## config.mk

```make
export PLATFORM = sky130hd
export DESIGN_NAME = pwm_gen_dt
export DESIGN_NICKNAME = d
export VERILOG_FILES = /design/src/rtl/pwm_gen_dt.sv
export SDC_FILE = /design/constraint.sdc
export NUM_CORES = 1
export LEC_CHECK = 0
export BUFFER_PORTS_ARGS = -buffer_cell sky130_fd_sc_hd__buf_2
export CAP_MARGIN = 20
export CORE_MARGIN = 5
export CORE_UTILIZATION = 60
export DETAILED_ROUTE_END_ITERATION = 8
export PLACE_DENSITY = 0.8
export REMOVE_ABC_BUFFERS = 1
export SETUP_SLACK_MARGIN = 0.4
export SLEW_MARGIN = 15
export SYNTH_ARGS = -nofsm -noshare
export SYNTH_HDL_FRONTEND = slang
export SYNTH_SLANG_ARGS = --single-unit
```

## constraint.sdc

```tcl
create_clock -name clk -period 8.71 [get_ports clk]
set_input_delay 2.613 -clock clk [delete_from_list [all_inputs] [get_ports clk]]
set_output_delay 2.613 -clock clk [all_outputs]
set_load 0.005 [all_outputs]
```

## src/rtl/pwm_gen_dt.sv

```systemverilog
// Complementary high/low-side PWM generator with dead time and period-boundary reload.
// Latency: pwm_hi/pwm_lo are registered, one cycle after the counter value they reflect.
// Backpressure: none; load is a single-cycle strobe whose values wait for the next boundary.
module pwm_gen_dt #(
  parameter int CNT_W      = 16,
  parameter int DT_W       = 8,
  parameter int RST_PERIOD = 40,
  parameter int RST_DUTY   = 20,
  parameter int RST_DT     = 0
) (
  input  logic             clk,
  input  logic             reset_n,
  input  logic             enable,
  input  logic [CNT_W-1:0] period,
  input  logic [CNT_W-1:0] duty,
  input  logic [DT_W-1:0]  deadtime,
  input  logic             load,
  output logic             pwm_hi,
  output logic             pwm_lo,
  output logic             pstart,
  output logic             upd
);

  localparam logic [CNT_W-1:0] P_RST = CNT_W'(RST_PERIOD);
  localparam logic [CNT_W-1:0] D_RST = CNT_W'(RST_DUTY);
  localparam logic [DT_W-1:0]  T_RST = DT_W'(RST_DT);
  localparam logic [CNT_W-1:0] P_MIN = CNT_W'(2);

  // Period counter and active/pending configuration
  logic [CNT_W-1:0] r_cnt;
  logic [CNT_W-1:0] r_p_act;
  logic [CNT_W-1:0] r_d_act;
  logic [DT_W-1:0]  r_t_act;
  logic [CNT_W-1:0] r_p_pend;
  logic [CNT_W-1:0] r_d_pend;
  logic [DT_W-1:0]  r_t_pend;
  logic             r_pend;

  // Dead-time run-length trackers and registered gate drives
  logic [DT_W-1:0]  r_run_hi;
  logic [DT_W-1:0]  r_run_lo;
  logic             r_pwm_hi;
  logic             r_pwm_lo;

  logic [CNT_W-1:0] w_p_eff;
  logic             w_wrap;
  logic             w_xfer;
  logic             w_raw;
  logic             w_hi_ok;
  logic             w_lo_ok;

  // Periods of 0 or 1 cannot hold both phases, so they run as 2
  assign w_p_eff = (r_p_act < P_MIN) ? P_MIN : r_p_act;
  assign w_wrap  = enable && (r_cnt == (w_p_eff - CNT_W'(1)));
  // Pending values move to active at a wrap, or straight away while stopped
  assign w_xfer  = r_pend && (w_wrap || !enable);
  // Unsigned compare: duty 0 never high, duty >= period always high
  assign w_raw   = enable && (r_cnt < r_d_act);
  // A run is long enough once it has already covered the dead time
  assign w_hi_ok = (r_run_hi >= r_t_act);
  assign w_lo_ok = (r_run_lo >= r_t_act);

  assign pwm_hi = r_pwm_hi;
  assign pwm_lo = r_pwm_lo;
  assign upd    = w_xfer;
  // reset_n gates pstart so it stays quiet while reset is held with enable high
  assign pstart = reset_n && enable && (r_cnt == '0);

  // Counter runs 0..P-1 while enabled and parks at 0 when stopped
  always_ff @(posedge clk or negedge reset_n) begin
    if (!reset_n) begin
      r_cnt <= '0;
    end else if (!enable || w_wrap) begin
      r_cnt <= '0;
    end else begin
      r_cnt <= r_cnt + CNT_W'(1);
    end
  end

  // Capture requested values; a later load simply overwrites the earlier one
  always_ff @(posedge clk or negedge reset_n) begin
    if (!reset_n) begin
      r_p_pend <= '0;
      r_d_pend <= '0;
      r_t_pend <= '0;
    end else if (load) begin
      r_p_pend <= period;
      r_d_pend <= duty;
      r_t_pend <= deadtime;
    end
  end

  // Pending flag: load wins over a same-cycle transfer so it lands at the following wrap
  always_ff @(posedge clk or negedge reset_n) begin
    if (!reset_n) begin
      r_pend <= 1'b0;
    end else if (load) begin
      r_pend <= 1'b1;
    end else if (w_xfer) begin
      r_pend <= 1'b0;
    end
  end

  // Active values only change at a boundary (or while stopped), never mid-period
  always_ff @(posedge clk or negedge reset_n) begin
    if (!reset_n) begin
      r_p_act <= P_RST;
      r_d_act <= D_RST;
      r_t_act <= T_RST;
    end else if (w_xfer) begin
      r_p_act <= r_p_pend;
      r_d_act <= r_d_pend;
      r_t_act <= r_t_pend;
    end
  end

  // Gate drives: each side needs T+1 consecutive cycles of its raw phase; runs saturate at T
  always_ff @(posedge clk or negedge reset_n) begin
    if (!reset_n) begin
      r_run_hi <= '0;
      r_run_lo <= '0;
      r_pwm_hi <= 1'b0;
      r_pwm_lo <= 1'b0;
    end else if (!enable) begin
      r_run_hi <= '0;
      r_run_lo <= '0;
      r_pwm_hi <= 1'b0;
      r_pwm_lo <= 1'b0;
    end else begin
      r_pwm_hi <= w_raw && w_hi_ok;
      r_pwm_lo <= !w_raw && w_lo_ok;
      if (w_raw) begin
        r_run_hi <= w_hi_ok ? r_t_act : (r_run_hi + DT_W'(1));
        r_run_lo <= '0;
      end else begin
        r_run_lo <= w_lo_ok ? r_t_act : (r_run_lo + DT_W'(1));
        r_run_hi <= '0;
      end
    end
  end

endmodule

```

== Yosys cells after proc, flatten, opt, wreduce, memory -nomap -nowiden ==
Cells that the tools add are included.
Word-level totals
  input bits: 44
  flip-flop bits (word level): 115
  logic and storage cells: 45
Cells by class
  reductions and logical operators: 12
  equality and inequality tests: 1
  magnitude comparators: 4
  mux-type cells: 12
  $add $sub $neg: 4
Operators with widths (number)
  8-bit 2-to-1 mux: 6
  16-bit 2-to-1 mux: 2
  16-bit by 1-bit adder with 16-bit output, second input constant: 1
  8-bit by 1-bit adder with 8-bit output, second input constant: 2
  16-bit == test: 1
  8-bit greater-or-equal comparator: 2
  16-bit logical NOT: 1
  16-bit less-than comparator: 1
  16-bit by 2-bit less-than comparator with 1-bit output, second input constant: 1
  16-bit by 1-bit subtractor with 16-bit output, second input constant: 1
  1-bit logical AND: 7
  1-bit 2-to-1 mux: 4
  1-bit logical NOT: 2
  2-bit nonzero test: 1
  1-bit logical OR: 1

== Logic depth before layout (Yosys ltp) ==
  depth in word-level cells: 9
  gate-level depth with buffers: 14

== Least setup slack after synthesis ==
OpenSTA, ideal clock, no wires.
  path kind: input port to output port
  from: input port enable
  to: output port upd
  setup slack: 2.874 ns
  path buffers: 1
  cell stages on the path: 4
  arrival: 3.223 ns
  required time: 6.097 ns
  cell sequence: nor2_1 > a41oi_2 > buf_6 > inv_1
On the way
  word-level cells in the longest chain between the ends: 3
  elaborated cells on any way between the ends: 4
RTL lines
  start, declared: RTL line 13  | input logic enable,
  1-bit logical NOT / 1-bit logical AND (equally long branches)
  1-bit logical OR *: RTL line 56  | assign w_xfer = r_pend && (w_wrap || !enable);
  1-bit logical AND *: RTL line 56
  end, declared: RTL line 21  | output logic upd
Every way passes the cells marked *; elsewhere a longest branch is shown, timed or not.

== Worst setup path in the final report ==
  from: register r_p_act[6]
  to: output port upd
On the way
  word-level cells in the longest chain between the ends: 7
RTL lines
  start, declared: RTL line 31  | logic [CNT_W-1:0] r_p_act;
  start signal, assigned: RTL line 111  | r_p_act <= r_p_pend;
  16-bit by 2-bit less-than comparator with 1-bit output: RTL line 53  | assign w_p_eff = (r_p_act < P_MIN) ? P_MIN : r_p_act;
  16-bit 2-to-1 mux *: RTL line 53
  16-bit by 1-bit subtractor with 16-bit output *: RTL line 54  | assign w_wrap = enable && (r_cnt == (w_p_eff - CNT_W'(1)));
  16-bit == test *: RTL line 54
  1-bit logical AND *: RTL line 54
  1-bit logical OR *: RTL line 56
  1-bit logical AND *: RTL line 56
Marks and branches as above.

==> reports/summary.txt <==
Status: complete, no violations
R2r endpoint: r_t_act[1]
Synth-to-layout area growth: 14.5%
Worst-path clk slew: 0.05 ns
Global-route wire length before repair: 21600 um
CTS root buf: clkbuf_8
Pint: 1.20 mW
YS warnings: 0
Synth Instances: 532
CP Capture Type: output pin
Commonest non-fill, non-tap cell in the layout: dfrtp_1
Seq pwr share: 40.9%
Filler Cell Count: 745
Seq cells post-synth: 115
Sw frac: 27.7%
Die height: 112 um
CP Class: register to output pin
Nets@finish: 663
Yosys cell types: 53
Netlist Area Pre-Place: 6210 sq um
Dpl hpwl: 8700 um
Multi-input logic area: 3120 sq um
CP Cell Sequence: nor4_2 -> nand4_1 -> nand2_1 -> ha_1 -> nor3b_1 -> nand2_1 -> o311ai_1 -> nor2_1 -> nor4_2 -> a41oi_4 -> inv_1 -> buf_2
Peak VDD IR: 0.000148 V
Final setup vio count: 0
Slew headroom: 36.1%
Setup_tns: 0 ns
1st-pass router iterations: 5
Overall power: 1.65 mW
Num ports: 48
Adder-cell area share of the yosys netlist: 7.25%
Number of synthesized flops with an enable pin: 0
Worst Hold Path Cells: 1
Critical-path top delay cell: nor4_2
Main combinational cell family by area after synthesis: multiplexers
Synth Area in Simple Gates: 12.1%
Seq/Total Area, Yosys: 46.4%
CTS tree: built
Final wirelength: 12600 um
Iteration-0 DRC Markers: 273
Die W: 112 um
Top FF cell, synth: dfrtp_1
Post-synthesis compound-gate area fraction: 7.49%
Combinational share of power: 19.2%
Via-per-instance ratio: 5.71
Mapped Avg Cell Area: 11.7 sq um
# diodes: 0
H-tree Lvls: 4
Slew @ Worst Pin: 0.958 ns
Pleak: 3.38 nW
Clock buffer depth: 2
TritonCTS Buffers: 17
Hold Path Class: register to register
Die area: 12500 sq um
# Max-Cap Violations: 0
Worst EP required: 6.10 ns
Global Route Usage Sum: 21.4%
Fraction of layout cells with a size suffix above 1: 28.9%
Clk pwr share: 39.8%
Placer congestion estimate: 0.895
Via count: 4174
Sequential cell area: 2880 sq um
Multiplexer area fraction after synthesis: 17.2%
Most frequent cells in the layout: 111 x dfrtp_1, 46 x buf_2, 41 x mux2_2, 39 x mux2_4, 36 x ha_1
Worst setup SP type: register
Largest net degree at the start of global routing: 79
Number of I/O port buffers: 47
PostCTS Resize Cnt: 0
Starting Density: 60.7%
Pins Over Slew Limit: 0
Worst r2r path cells: 12
Grt total ovfl: 0
WL per Instance: 17.2 um
Hold path start: r_p_pend[15]
Post-CTS Setup Inserts: 0
NetSw: 0.458 mW
Antenna viol nets, final: 0
CP peak stage delay: 0.61 ns
Vias in the first global route: 4390
Antenna violations before repair: 0
Leading area contributor after synthesis: dfrtp_1
Clock insertion delay at the later pin of the skew report: 0.51 ns
FP Rows: 37
RSZ-0062 raised after global routing: false
Hold_buf cts: 0
RR Startpoint: r_p_act[6]
Post-synthesis xor/xnor area fraction: 6.06%
CTS Sinks: 115
Cell Pwr Density: 232 nW/um^2
Synth top area cells: dfrtp_1 45%, mux2_4 9.4%, mux2_2 7.4%
Fraction of registers with async set or reset after synthesis: 100%
Final hold vios: 0
CP Max Fanout: 7
Max Fclk: 0.156 GHz
Synth top area share: 44.7%
Final clock skew: 0.00842 ns
Total core area: 10200 sq um
WP data arrival: 3.81 ns
Hold endpoint: r_p_act[15]
Reg2reg setup slack: 4.66 ns
Min cycle time layout: 6.43 ns
Drt drc: 0
Crit share post-route: 73.8%
==> critical path, delay by kind of cell, from the launching register on <==
kind            cells  cell delay [ns]
buf+inv             2             0.20
simple gates        7             1.93
fa+ha+maj           1             0.21
flops               1             0.43
compound gates      2             0.53
==> metal layers <==
layer,vias up,track usage (%),routed length [um]
met5,-,0,0
met4,0,6.73,136
met3,10,6.25,484
met2,95,33.1,5940
met1,2054,29.1,6000
li1,2015,-,-
==> power groups by stage <==
| stage | combinational, mW | sequential (mW) | clock (mW) |
|---|---|---|---|
| after global routing | 0.356 | 0.688 | 0.702 |
| after global placement | 0.302 | 0.680 | 0 |
| after floorplan | 0.243 | 0.661 | 0 |
| after detailed placement | 0.315 | 0.685 | 0 |
| final | 0.318 | 0.677 | 0.658 |
| after CTS | 0.320 | 0.676 | 0.669 |
==> registers in the layout, summed over array words and instances (netlist names) <==
register,flops
pwm_hi,1
pwm_lo,1
r_cnt,16
r_d_act,16
r_d_pend,16
r_p_act,16
r_p_pend,16
r_pend,1
r_run_hi,8
r_run_lo,8
r_t_act,8
r_t_pend,8
==> cell families after synthesis <==
family	count (synthesis)
AND/OR/NAND/NOR	138
multiplexers	82
AO/OA/AOI/OAI	68
XOR/XNOR	43
flip-flops	115
adder cells (fa/ha/maj)	36
buffers and inverters	50
==> cell type report <==
type                       instances  area share [%]
clock inverter                    11            1.93
sequential                       115            40.5
timing repair buffer              50            3.62
multi-input combinational        367            43.9
tap                              136            2.39
clock buffer                      20            5.98
inverter                          32            1.69
==> Yosys cell counts, types with 2 or more instances <==
cell type	count
dfstp_2	4
nand2_1	13
nor2_1	31
mux2i_1	2
and3_1	9
a21o_1	10
mux2_2	41
mux2_4	39
or2_2	2
o21ai_1	2
inv_1	32
a211oi_1	5
nor4_1	8
xor2_1	22
clkbuf_1	10
or3_1	4
nand3_1	24
o31ai_1	2
buf_1	2
buf_6	4
nor3b_1	2
and4_1	2
o21a_1	4
a31oi_1	3
nor4_2	3
buf_2	2
ha_1	36
a21oi_1	14
o21ai_0	11
nand4_1	6
nor3_1	23
a2111oi_0	6
dfrtp_1	111
nand2b_1	4
xnor2_1	21
==> how the worst max path moves through the flow <==
stage                     cells past startpoint       start  endpoint  slack (ns)
after global placement                        5     reset_n    pstart        2.31
after global routing                         12  r_p_act[6]       upd        1.94
after CTS                                    12  r_p_act[6]       upd        2.25
after detailed placement                      5     reset_n    pstart        2.29
after floorplan                               3      enable       upd        1.41
final                                        12  r_p_act[6]       upd        2.28
==> per-stage QoR <==
step	setup slack (ns)	util (%)	hold WS (ns)	cell area (sq um)	cells
floorplan	1.41	-	0.477	6110	514
global placement	2.31	64.0	0.484	6550	699
detailed placement	2.29	64.0	0.490	6550	699
CTS	2.25	69.5	0.502	7110	730
global route	1.94	69.6	0.518	7120	731
finish	2.28	69.6	0.501	7120	731
(Power assumes the default switching activity.)
